==> src/rtl/sc_road_pkg.sv <==
// Shared road-pipeline definitions: spawner FSM states, density masks,
// counter widths and small arithmetic helpers.
package sc_road_pkg;

  localparam int COUNT_W = 8;
  localparam int GAP_W   = 5;

  typedef enum logic [1:0] {
    IDLE = 2'd0,
    ARM  = 2'd1,
    GAP  = 2'd2
  } spawn_state_e;

  localparam logic [3:0] DENS_MASK_0 = 4'hF;
  localparam logic [3:0] DENS_MASK_1 = 4'h7;
  localparam logic [3:0] DENS_MASK_2 = 4'h3;
  localparam logic [3:0] DENS_MASK_3 = 4'h0;

  function automatic logic [3:0] density_mask(input logic [1:0] density);
    logic [3:0] m;
    case (density)
      2'd0:    m = DENS_MASK_0;
      2'd1:    m = DENS_MASK_1;
      2'd2:    m = DENS_MASK_2;
      2'd3:    m = DENS_MASK_3;
      default: m = DENS_MASK_0;
    endcase
    return m;
  endfunction

  // Widened to the counter before adding so GAPMIN+15 cannot wrap.
  function automatic logic [GAP_W-1:0] gap_value(input logic [3:0] gapmin,
                                                 input logic [3:0] rnd,
                                                 input logic [1:0] density);
    return GAP_W'(gapmin) + GAP_W'(rnd & density_mask(density));
  endfunction

  function automatic logic [COUNT_W-1:0] sat_inc(input logic [COUNT_W-1:0] c);
    return (c == {COUNT_W{1'b1}}) ? c : c + COUNT_W'(1);
  endfunction

endpackage

==> src/rtl/sc_obstacle_spawner_if.sv <==
// Game-step and row bus between the LFSR/timing logic, the obstacle spawner
// and the road matrix.
interface sc_obstacle_spawner_if #(
  parameter int DW = 8
);
  logic          SC_ObstacleSPAWNER_run_InLow;
  logic          SC_ObstacleSPAWNER_tick_In;
  logic [7:0]    SC_ObstacleSPAWNER_random_InBUS;
  logic [1:0]    SC_ObstacleSPAWNER_density_InBUS;
  logic [DW-1:0] SC_ObstacleSPAWNER_row_OutBUS;
  logic          SC_ObstacleSPAWNER_rowValid_Out;
  logic [7:0]    SC_ObstacleSPAWNER_count_OutBUS;

  modport master (
    output SC_ObstacleSPAWNER_run_InLow,
    output SC_ObstacleSPAWNER_tick_In,
    output SC_ObstacleSPAWNER_random_InBUS,
    output SC_ObstacleSPAWNER_density_InBUS,
    input  SC_ObstacleSPAWNER_row_OutBUS,
    input  SC_ObstacleSPAWNER_rowValid_Out,
    input  SC_ObstacleSPAWNER_count_OutBUS
  );

  modport slave (
    input  SC_ObstacleSPAWNER_run_InLow,
    input  SC_ObstacleSPAWNER_tick_In,
    input  SC_ObstacleSPAWNER_random_InBUS,
    input  SC_ObstacleSPAWNER_density_InBUS,
    output SC_ObstacleSPAWNER_row_OutBUS,
    output SC_ObstacleSPAWNER_rowValid_Out,
    output SC_ObstacleSPAWNER_count_OutBUS
  );
endinterface

==> src/rtl/sc_gap_counter.sv <==
// Loadable down counter holding the number of empty rows still owed before
// the next obstacle; load wins over dec, and it stops at zero.
module sc_gap_counter
  import sc_road_pkg::*;
(
  input  logic             clk_i,
  input  logic             rst_ni,
  input  logic             load_i,
  input  logic [GAP_W-1:0] load_val_i,
  input  logic             dec_i,
  output logic             zero_o
);

  logic [GAP_W-1:0] cnt_q, cnt_d;

  // Next count: load, decrement or hold.
  always_comb begin
    cnt_d = cnt_q;
    if (load_i) begin
      cnt_d = load_val_i;
    end else if (dec_i && (cnt_q != '0)) begin
      cnt_d = cnt_q - GAP_W'(1);
    end else begin
      cnt_d = cnt_q;
    end
  end

  // Count register.
  always_ff @(posedge clk_i or negedge rst_ni) begin
    if (!rst_ni) begin
      cnt_q <= '0;
    end else begin
      cnt_q <= cnt_d;
    end
  end

  assign zero_o = (cnt_q == '0);

endmodule

==> src/rtl/sc_obstacle_spawner.sv <==
// Emits one road row per game tick with randomised, density-scaled obstacle
// spacing. Define SC_OBSTACLESPAWNER_DOUBLE_EN for optional two-lane rows.
module sc_obstacle_spawner
  import sc_road_pkg::*;
#(
  parameter int RegSPAWNER_DATAWIDTH = 8,
  parameter int RegSPAWNER_GAPMIN    = 2
) (
  input  logic                 SC_ObstacleSPAWNER_CLOCK_50,
  input  logic                 SC_ObstacleSPAWNER_RESET_InLow,
  sc_obstacle_spawner_if.slave bus
);

  localparam int DW       = RegSPAWNER_DATAWIDTH;
  localparam int LANEBITS = $clog2(RegSPAWNER_DATAWIDTH);

  spawn_state_e         state_q, state_d;
  logic [DW-1:0]        row_q, row_d;
  logic                 valid_q, valid_d;
  logic [COUNT_W-1:0]   count_q, count_d;

  logic                 run_s;
  logic                 tick_s;
  logic                 gap_load_s;
  logic                 gap_dec_s;
  logic                 gap_zero_s;
  logic [GAP_W-1:0]     gap_val_s;
  logic [LANEBITS-1:0]  lane_s;
  logic [DW-1:0]        obst_row_s;
  logic                 unused_rnd_s;

  assign run_s        = ~bus.SC_ObstacleSPAWNER_run_InLow;
  assign tick_s       = bus.SC_ObstacleSPAWNER_tick_In;
  assign lane_s       = bus.SC_ObstacleSPAWNER_random_InBUS[LANEBITS-1:0];
  assign gap_val_s    = gap_value(4'(RegSPAWNER_GAPMIN),
                                  bus.SC_ObstacleSPAWNER_random_InBUS[6:3],
                                  bus.SC_ObstacleSPAWNER_density_InBUS);
  assign unused_rnd_s = ^bus.SC_ObstacleSPAWNER_random_InBUS;

`ifdef SC_OBSTACLESPAWNER_DOUBLE_EN
  // Opposite lane is half the road away; the lane index wraps naturally.
  logic [LANEBITS-1:0] lane2_s;
  assign lane2_s    = lane_s + LANEBITS'(DW / 2);
  assign obst_row_s = bus.SC_ObstacleSPAWNER_random_InBUS[7]
                      ? ((DW'(1) << lane_s) | (DW'(1) << lane2_s))
                      : (DW'(1) << lane_s);
`else
  assign obst_row_s = DW'(1) << lane_s;
`endif

  sc_gap_counter u_gap (
    .clk_i      (SC_ObstacleSPAWNER_CLOCK_50),
    .rst_ni     (SC_ObstacleSPAWNER_RESET_InLow),
    .load_i     (gap_load_s),
    .load_val_i (gap_val_s),
    .dec_i      (gap_dec_s),
    .zero_o     (gap_zero_s)
  );

  // Next state, row and count; leaving run beats any tick that cycle.
  always_comb begin
    state_d    = state_q;
    row_d      = row_q;
    valid_d    = 1'b0;
    count_d    = count_q;
    gap_load_s = 1'b0;
    gap_dec_s  = 1'b0;
    if (!run_s) begin
      state_d = IDLE;
      row_d   = '0;
    end else begin
      case (state_q)
        IDLE: begin
          state_d = ARM;
          row_d   = '0;
        end
        ARM: begin
          gap_load_s = 1'b1;
          state_d    = GAP;
          if (tick_s) begin
            valid_d = 1'b1;
            row_d   = '0;
          end else begin
            valid_d = 1'b0;
          end
        end
        GAP: begin
          if (tick_s) begin
            valid_d = 1'b1;
            if (gap_zero_s) begin
              row_d   = obst_row_s;
              count_d = sat_inc(count_q);
              state_d = ARM;
            end else begin
              row_d     = '0;
              gap_dec_s = 1'b1;
            end
          end else begin
            valid_d = 1'b0;
          end
        end
        default: begin
          state_d = IDLE;
          row_d   = '0;
        end
      endcase
    end
  end

  // State and output registers.
  always_ff @(posedge SC_ObstacleSPAWNER_CLOCK_50 or negedge SC_ObstacleSPAWNER_RESET_InLow) begin
    if (!SC_ObstacleSPAWNER_RESET_InLow) begin
      state_q <= IDLE;
      row_q   <= '0;
      valid_q <= 1'b0;
      count_q <= '0;
    end else begin
      state_q <= state_d;
      row_q   <= row_d;
      valid_q <= valid_d;
      count_q <= count_d;
    end
  end

  assign bus.SC_ObstacleSPAWNER_row_OutBUS   = row_q;
  assign bus.SC_ObstacleSPAWNER_rowValid_Out = valid_q;
  assign bus.SC_ObstacleSPAWNER_count_OutBUS = count_q;

endmodule

==> src/flat_wrapper.sv <==
// flat-port wrapper written by rule: the top's interface ports become plain ports
module sc_obstacle_spawner_flat import sc_road_pkg::*;
#(
  parameter int RegSPAWNER_DATAWIDTH = 8,
  parameter int RegSPAWNER_GAPMIN    = 2
)
  (SC_ObstacleSPAWNER_CLOCK_50, SC_ObstacleSPAWNER_RESET_InLow, bus_SC_ObstacleSPAWNER_run_InLow, bus_SC_ObstacleSPAWNER_tick_In, bus_SC_ObstacleSPAWNER_random_InBUS, bus_SC_ObstacleSPAWNER_density_InBUS, bus_SC_ObstacleSPAWNER_row_OutBUS, bus_SC_ObstacleSPAWNER_rowValid_Out, bus_SC_ObstacleSPAWNER_count_OutBUS);
  sc_obstacle_spawner_if #(.DW(8)) bus_i ();
  input  logic SC_ObstacleSPAWNER_CLOCK_50;
  input  logic SC_ObstacleSPAWNER_RESET_InLow;
  input wire logic [$bits(bus_i.SC_ObstacleSPAWNER_run_InLow)-1:0] bus_SC_ObstacleSPAWNER_run_InLow;
  input wire logic [$bits(bus_i.SC_ObstacleSPAWNER_tick_In)-1:0] bus_SC_ObstacleSPAWNER_tick_In;
  input wire logic [$bits(bus_i.SC_ObstacleSPAWNER_random_InBUS)-1:0] bus_SC_ObstacleSPAWNER_random_InBUS;
  input wire logic [$bits(bus_i.SC_ObstacleSPAWNER_density_InBUS)-1:0] bus_SC_ObstacleSPAWNER_density_InBUS;
  output wire logic [$bits(bus_i.SC_ObstacleSPAWNER_row_OutBUS)-1:0] bus_SC_ObstacleSPAWNER_row_OutBUS;
  output wire logic [$bits(bus_i.SC_ObstacleSPAWNER_rowValid_Out)-1:0] bus_SC_ObstacleSPAWNER_rowValid_Out;
  output wire logic [$bits(bus_i.SC_ObstacleSPAWNER_count_OutBUS)-1:0] bus_SC_ObstacleSPAWNER_count_OutBUS;
  assign bus_i.SC_ObstacleSPAWNER_run_InLow = bus_SC_ObstacleSPAWNER_run_InLow;
  assign bus_i.SC_ObstacleSPAWNER_tick_In = bus_SC_ObstacleSPAWNER_tick_In;
  assign bus_i.SC_ObstacleSPAWNER_random_InBUS = bus_SC_ObstacleSPAWNER_random_InBUS;
  assign bus_i.SC_ObstacleSPAWNER_density_InBUS = bus_SC_ObstacleSPAWNER_density_InBUS;
  assign bus_SC_ObstacleSPAWNER_row_OutBUS = bus_i.SC_ObstacleSPAWNER_row_OutBUS;
  assign bus_SC_ObstacleSPAWNER_rowValid_Out = bus_i.SC_ObstacleSPAWNER_rowValid_Out;
  assign bus_SC_ObstacleSPAWNER_count_OutBUS = bus_i.SC_ObstacleSPAWNER_count_OutBUS;
  sc_obstacle_spawner #(.RegSPAWNER_DATAWIDTH(RegSPAWNER_DATAWIDTH), .RegSPAWNER_GAPMIN(RegSPAWNER_GAPMIN)) u_core (.SC_ObstacleSPAWNER_CLOCK_50(SC_ObstacleSPAWNER_CLOCK_50), .SC_ObstacleSPAWNER_RESET_InLow(SC_ObstacleSPAWNER_RESET_InLow), .bus(bus_i));
endmodule
==> config.mk <==
export PLATFORM = sky130hd
export DESIGN_NAME = sc_obstacle_spawner_flat
export DESIGN_NICKNAME = d
export VERILOG_FILES = /design/src/rtl/sc_road_pkg.sv /design/src/rtl/sc_obstacle_spawner_if.sv /design/src/rtl/sc_gap_counter.sv /design/src/rtl/sc_obstacle_spawner.sv /design/src/flat_wrapper.sv
export SDC_FILE = /design/constraint.sdc
export NUM_CORES = 1
export LEC_CHECK = 0
export ABC_AREA = 1
export CAP_MARGIN = 25
export CORE_MARGIN = 1
export CORE_UTILIZATION = 55
export CTS_BUF_LIST = sky130_fd_sc_hd__clkbuf_4 sky130_fd_sc_hd__clkbuf_8
export CTS_CLUSTER_SIZE = 28
export DETAILED_ROUTE_END_ITERATION = 7
export GPL_ROUTABILITY_DRIVEN = 0
export GPL_TIMING_DRIVEN = 0
export PLACE_DENSITY = 0.85
export SLEW_MARGIN = 20
export SYNTH_ARGS = -nofsm -noshare
export SYNTH_HDL_FRONTEND = slang
export SYNTH_SLANG_ARGS = --single-unit
==> constraint.sdc <==
create_clock -name SC_ObstacleSPAWNER_CLOCK_50 -period 3 [get_ports SC_ObstacleSPAWNER_CLOCK_50]
set_clock_uncertainty 0.05 [all_clocks]
set_input_delay 0.6 -clock SC_ObstacleSPAWNER_CLOCK_50 [delete_from_list [all_inputs] [get_ports SC_ObstacleSPAWNER_CLOCK_50]]
set_output_delay 0.6 -clock SC_ObstacleSPAWNER_CLOCK_50 [all_outputs]
set_load 0.01 [all_outputs]
Yosys cells after proc, flatten, opt, wreduce, memory -nomap -nowiden
Cells that the tools add are included.
{ "totals": {"elab_cells": 52, "mem_bits_rw": 0, "output_inout_bits": 17, "mem_bits_ro": 0, "latch_bits": 0, "in_bits": 14, "n_memories": 0, "regBits": 24} }
{ "op_classes": {"n_mux": 21, "magnitude_cmp": 0, "addsub": 3, "n_mul": 0, "shifts": 1, "n_bitwise": 3, "div_mod_pow": 0, "n_reduce_logical": 10, "n_eq_ne": 9} }
{ "op_table": {"columns": ["op", "count"], "rows": [
  ["$mux W8", 4],
  ["$pmux W4 S4", 1],
  ["$pmux W8 S2", 1],
  ["$mux W5", 2],
  ["$mux W1", 9],
  ["$add A8 B1 Y8 const B", 1],
  ["$eq A8 B8 Y1 const B", 1],
  ["$shl A1 B3 Y8 const A", 1],
  ["$eq A2 B2 Y1 const B", 3],
  ["$mux W2", 3],
  ["$ne A3 B3 Y1 const B", 2],
  ["$pmux W2 S3", 1],
  ["$add A2 B5 Y5 const A", 1],
  ["$logic_not A5 Y1", 1],
  ["$reduce_and A5 Y1", 1],
  ["$reduce_bool A5 Y1", 1],
  ["$sub A5 B1 Y5 const B", 1],
  ["$and A4 B4 Y4", 1],
  ["$eq A2 B1 Y1 const B", 2],
  ["$logic_not A2 Y1", 2],
  ["$reduce_and A2 Y1", 2],
  ["$ne A3 B2 Y1 const B", 1],
  ["$not A1 Y1", 2],
  ["$reduce_bool A2 Y1", 1],
  ["other kinds (2)", 2]
]} }

Depth between registers and ports, before layout
{ "depth": {"ltp_word": 8, "ltp_mapped": 9, "depth_no_buf": 9} }

Modules after synthesis
Synthesis repeated with hierarchy kept, for this count alone.
{ "unflattened": {"cells_unflattened": 179, "hier_area_um2": 1406.3} }
{ "by_module_without_submodules": {"columns": ["mod", "area_per_inst_um2", "instances", "cells_each"], "rows": [
  ["sc_obstacle_spawner", 1071.0, 1, 133],
  ["sc_gap_counter", 335.3, 1, 46]
]} }

Least setup slack after synthesis
Ideal clock, no wire load.
{ "synth_timing": {"path_type": "register to register", "from": "reg u_core.state_q[0]", "to": "reg u_core.count_q[6], in the netlist u_core.bus.SC_ObstacleSPAWNER_count_OutBUS[6]", "t_required_ps": 2834, "setup_ps": 116, "t_arrival_ps": 1271, "path_buffers": 0, "synth_period_minus_slack_ps": 1438, "path_stages_with_launch": 10, "slack_ps": 1562, "cell_sequence": "dfrtp_1 -> inv_1 -> ha_1 -> inv_1 -> nor2_4 -> nand2_2 -> nor2_4 -> nand2_4 -> nand2_1 -> nand2_1"} }
{ "synth_via": {"elab_chain_cells": 2} }
{ "synth_rtl": {"columns": ["item", "line_no", "rtl"], "rows": [
  ["start, declared", "sc_obstacle_spawner.sv:17", "spawn_state_e state_q, state_d;"],
  ["start signal, assigned", "sc_obstacle_spawner.sv:118", "state_q <= state_d;"],
  ["$eq A2 B2 Y1", "sc_obstacle_spawner.sv:72", "case (state_q)"],
  ["$reduce_and A5 Y1 (no source line)", null, null],
  ["end signal, assigned", "sc_obstacle_spawner.sv:121", "count_q <= count_d;"],
  ["end, declared", "sc_obstacle_spawner.sv:20", "logic [COUNT_W-1:0] count_q, count_d;"]
]} }
Every way passes these cells.
A chain may end at the register's enable or synchronous reset.

Worst setup path after layout
{ "layout_timing": {"from": "reg u_core.count_q[3], in the netlist u_core.bus.SC_ObstacleSPAWNER_count_OutBUS[3]", "to": "out bus_SC_ObstacleSPAWNER_count_OutBUS[3]"} }
{ "layout_rtl": {"columns": ["item", "line_no", "rtl"], "rows": [
  ["end, declared", "flat_wrapper.sv:17", "output wire logic [$bits(bus_i.SC_ObstacleSPAWNER_count_OutBUS)-1:0] bus_SC_ObstacleSPAWNER_count_OutBUS;"]
]} }
No word-level cell between the ends.

==> out/metrics.yaml <==
status: "finished, final reports clean"
antenna_left: 0
holdBufCountCts: 0
grt_pass1_wl_um: 5510
p_sw_share_pct: 37.0
required_ps: 2350
tightest_slew_ps: 684
timing.max_slew.rel_slack_pct: 54.2
synth_cells: 194
min_period_ps: 2060
initial_utilization_pct: 59.4
fin_setup_tns_ps: 0
slew_viol_final: 0
ys_ff_latch: 24
diodes: 0
routedWlPerCell_um: 12.7
pwr-share-seq_pct: 44.0
critical_path_class: "reg2out"
yosysUniqueCellTypes: 23
grt_max_degree: 16
crit_path_end_kind: "output pin"
layout_commonest_cell: "nand2_1"
p_comb_share_pct: 37.3
fmax_mhz: 485
layout-drive-gt1-share_pct: 11.4
drc: 0
antenna_found_initial: 0
cts-root-buf: "clkbuf_4"
hold_viol: 0
crit_arrival_ps: 1410
die_x_um: 54.2
r2r_cells: 9
rsz0062_at_grt: "no"
ir_drop_uv: 415
path_depth: 1
area_delta_synth_final_pct: 25.1
row_count: 18
gr-usage-all-layers_pct: 26.3
grt_pass1_vias: 1378
die-height_um: 54.2
cp_top_family: "buffers and inverters"
port_buffers: 29
drt-initial-drc-count: 15
final_nets: 250
clkLatencyLatePin_ps: 320
startpoint_type: "flop"
routed_via_density: 5.51
postCtsSetupRepairBufs: 0
cp_cell_sequence: "clkdlybuf4s50_1"
fin_crit_sh_pct: 68.7
grt_overflow_total: 0
leakagePower_nw: 0.942
worst-path-max-fanout: 6
cp_slowest_cell: "clkdlybuf4s50_1"
p_switching_w: 0.000342
htreeDepth: 1
design_power_total_w: 0.000923
final_cell_mix: "nand2_1 (68), clkdlybuf4s50_1 (29), nand3_1 (28)"
pwr-share-clk_pct: 18.7
p_per_area_mw_per_mm2: 493
clockBufferDepth: 2
min_path_type: "reg2reg"
post-dp-hpwl_um: 2540
maxCapViolations: 0
cp.buffers_inverters: 1
via_count: 1421
yosys_warnings: 0
cts.sinks: 24
cts_tree: "yes"
totalWireLength_um: 3270
clkTransAtPathRegs_ps: 130
setup_viol: 0
numCtsBuffers: 3
synthesis.area_mm2: 0.00150
ys_seq_area_share_pct: 40.1
syn_avg_cell_area_um2: 7.72
synth_nets: 215
cpPeakStageDelay_ps: 580
dieArea_mm2: 0.00294
cts_resized: 0
core_mm2: 0.00252
ios: 31
min_path_cells: 2
intPower_w: 0.000581
firstDrtPassIters: 4
[logic make-up (layout without fill, tap and decap cells)]
logic type	after synthesis	count (layout)	share of synthesized area (%)
adders and majority gates	7	7	5.85
DFF	24	24	40.1
xor gates and xnor gates	4	4	2.34
and+or+nand+nor	128	128	42.1
AOI/OAI and AO/OA	9	9	3.93
buffers and inverters	22	56	5.68
[worst paths after layout]
kind	startpoint	to	slack, ps
max reg2reg	u_core.state_q[0]$_DFFE_PN0P_	u_core.bus.SC_ObstacleSPAWNER_count_OutBUS[2]$_DFFE_PN0P_	1350
min in group asynchronous	SC_ObstacleSPAWNER_RESET_InLow	u_core.bus.SC_ObstacleSPAWNER_count_OutBUS[6]$_DFFE_PN0P_	630
min reg2reg	u_core.bus.SC_ObstacleSPAWNER_row_OutBUS[3]$_DFFE_PN0P_	u_core.bus.SC_ObstacleSPAWNER_row_OutBUS[3]$_DFFE_PN0P_	450
min	u_core.bus.SC_ObstacleSPAWNER_row_OutBUS[3]$_DFFE_PN0P_	u_core.bus.SC_ObstacleSPAWNER_row_OutBUS[3]$_DFFE_PN0P_	450
max in group asynchronous	SC_ObstacleSPAWNER_RESET_InLow	u_core.bus.SC_ObstacleSPAWNER_row_OutBUS[5]$_DFFE_PN0P_	1750
max	u_core.bus.SC_ObstacleSPAWNER_count_OutBUS[3]$_DFFE_PN0P_	bus_SC_ObstacleSPAWNER_count_OutBUS[3]	940
[registers in the layout (all words and copies together) (netlist names)]
name	flops
u_core.bus.SC_ObstacleSPAWNER_count_OutBUS	8
u_core.bus.SC_ObstacleSPAWNER_rowValid_Out	1
u_core.bus.SC_ObstacleSPAWNER_row_OutBUS	8
u_core.state_q	2
u_core.u_gap.cnt_q	5
[area by class of cell]
type / count / area, µm²
flip-flops and latches: 24 / 601
fillers: 191 / 649
well taps: 30 / 37.5
inverters: 22 / 85.1
repair buffers: 30 / 302
multi-input cells: 148 / 812
clock buffers: 4 / 36.3
[cells in the mapped netlist (all sizes together)]
master | count | area share [%]
nand2 | 74 | 20
nand3 | 29 | 11
dfrtp | 24 | 40
inv | 22 | 5.7
nor2 | 18 | 7.2
ha | 7 | 5.8
o21ai | 7 | 2.3
nand3b | 3 | 1.5
xnor2 | 3 | 1.8
nor3 | 2 | 0.67
a21oi | 1 | 1.1
nand4 | 1 | 1.4
o211ai | 1 | 0.50
or2 | 1 | 0.58
xor2 | 1 | 0.58
[metrics by stage]
step	util (%)	instances	hold slack (ps)	cell area [µm²]	worst slack [ps]
6_report	74.3	258	446	1870	939
2_1_floorplan	-	194	254	1500	1560
4_1_cts	74.3	258	451	1870	934
5_1_grt	74.3	258	487	1870	878
3_5_place_dp	72.8	254	419	1840	899
3_3_place_gp	72.4	253	416	1830	951
[layer usage]
| layer | vias up | part of all wire, % | wire length, µm | global-route usage [%] |
|---|---|---|---|---|
| li1 | 680 | - | - | - |
| met1 | 684 | 40 | 1310 | 27.2 |
| met2 | 50 | 53 | 1740 | 51.2 |
| met3 | 7 | 5.0 | 164 | 5.37 |
| met4 | 0 | 1.6 | 53 | 8.55 |
| met5 | - | 0 | 0 | 0 |
[power groups by stage]
stage	clock [W]	sequential (W)	combinational, W
floorplan	0	0.000409	0.000238
global placement	0	0.000408	0.000316
detailed placement	0	0.000411	0.000340
CTS	0.000175	0.000405	0.000345
global route	0.000188	0.000412	0.000389
finish	0.000173	0.000406	0.000344
(Power assumes the default switching activity.)
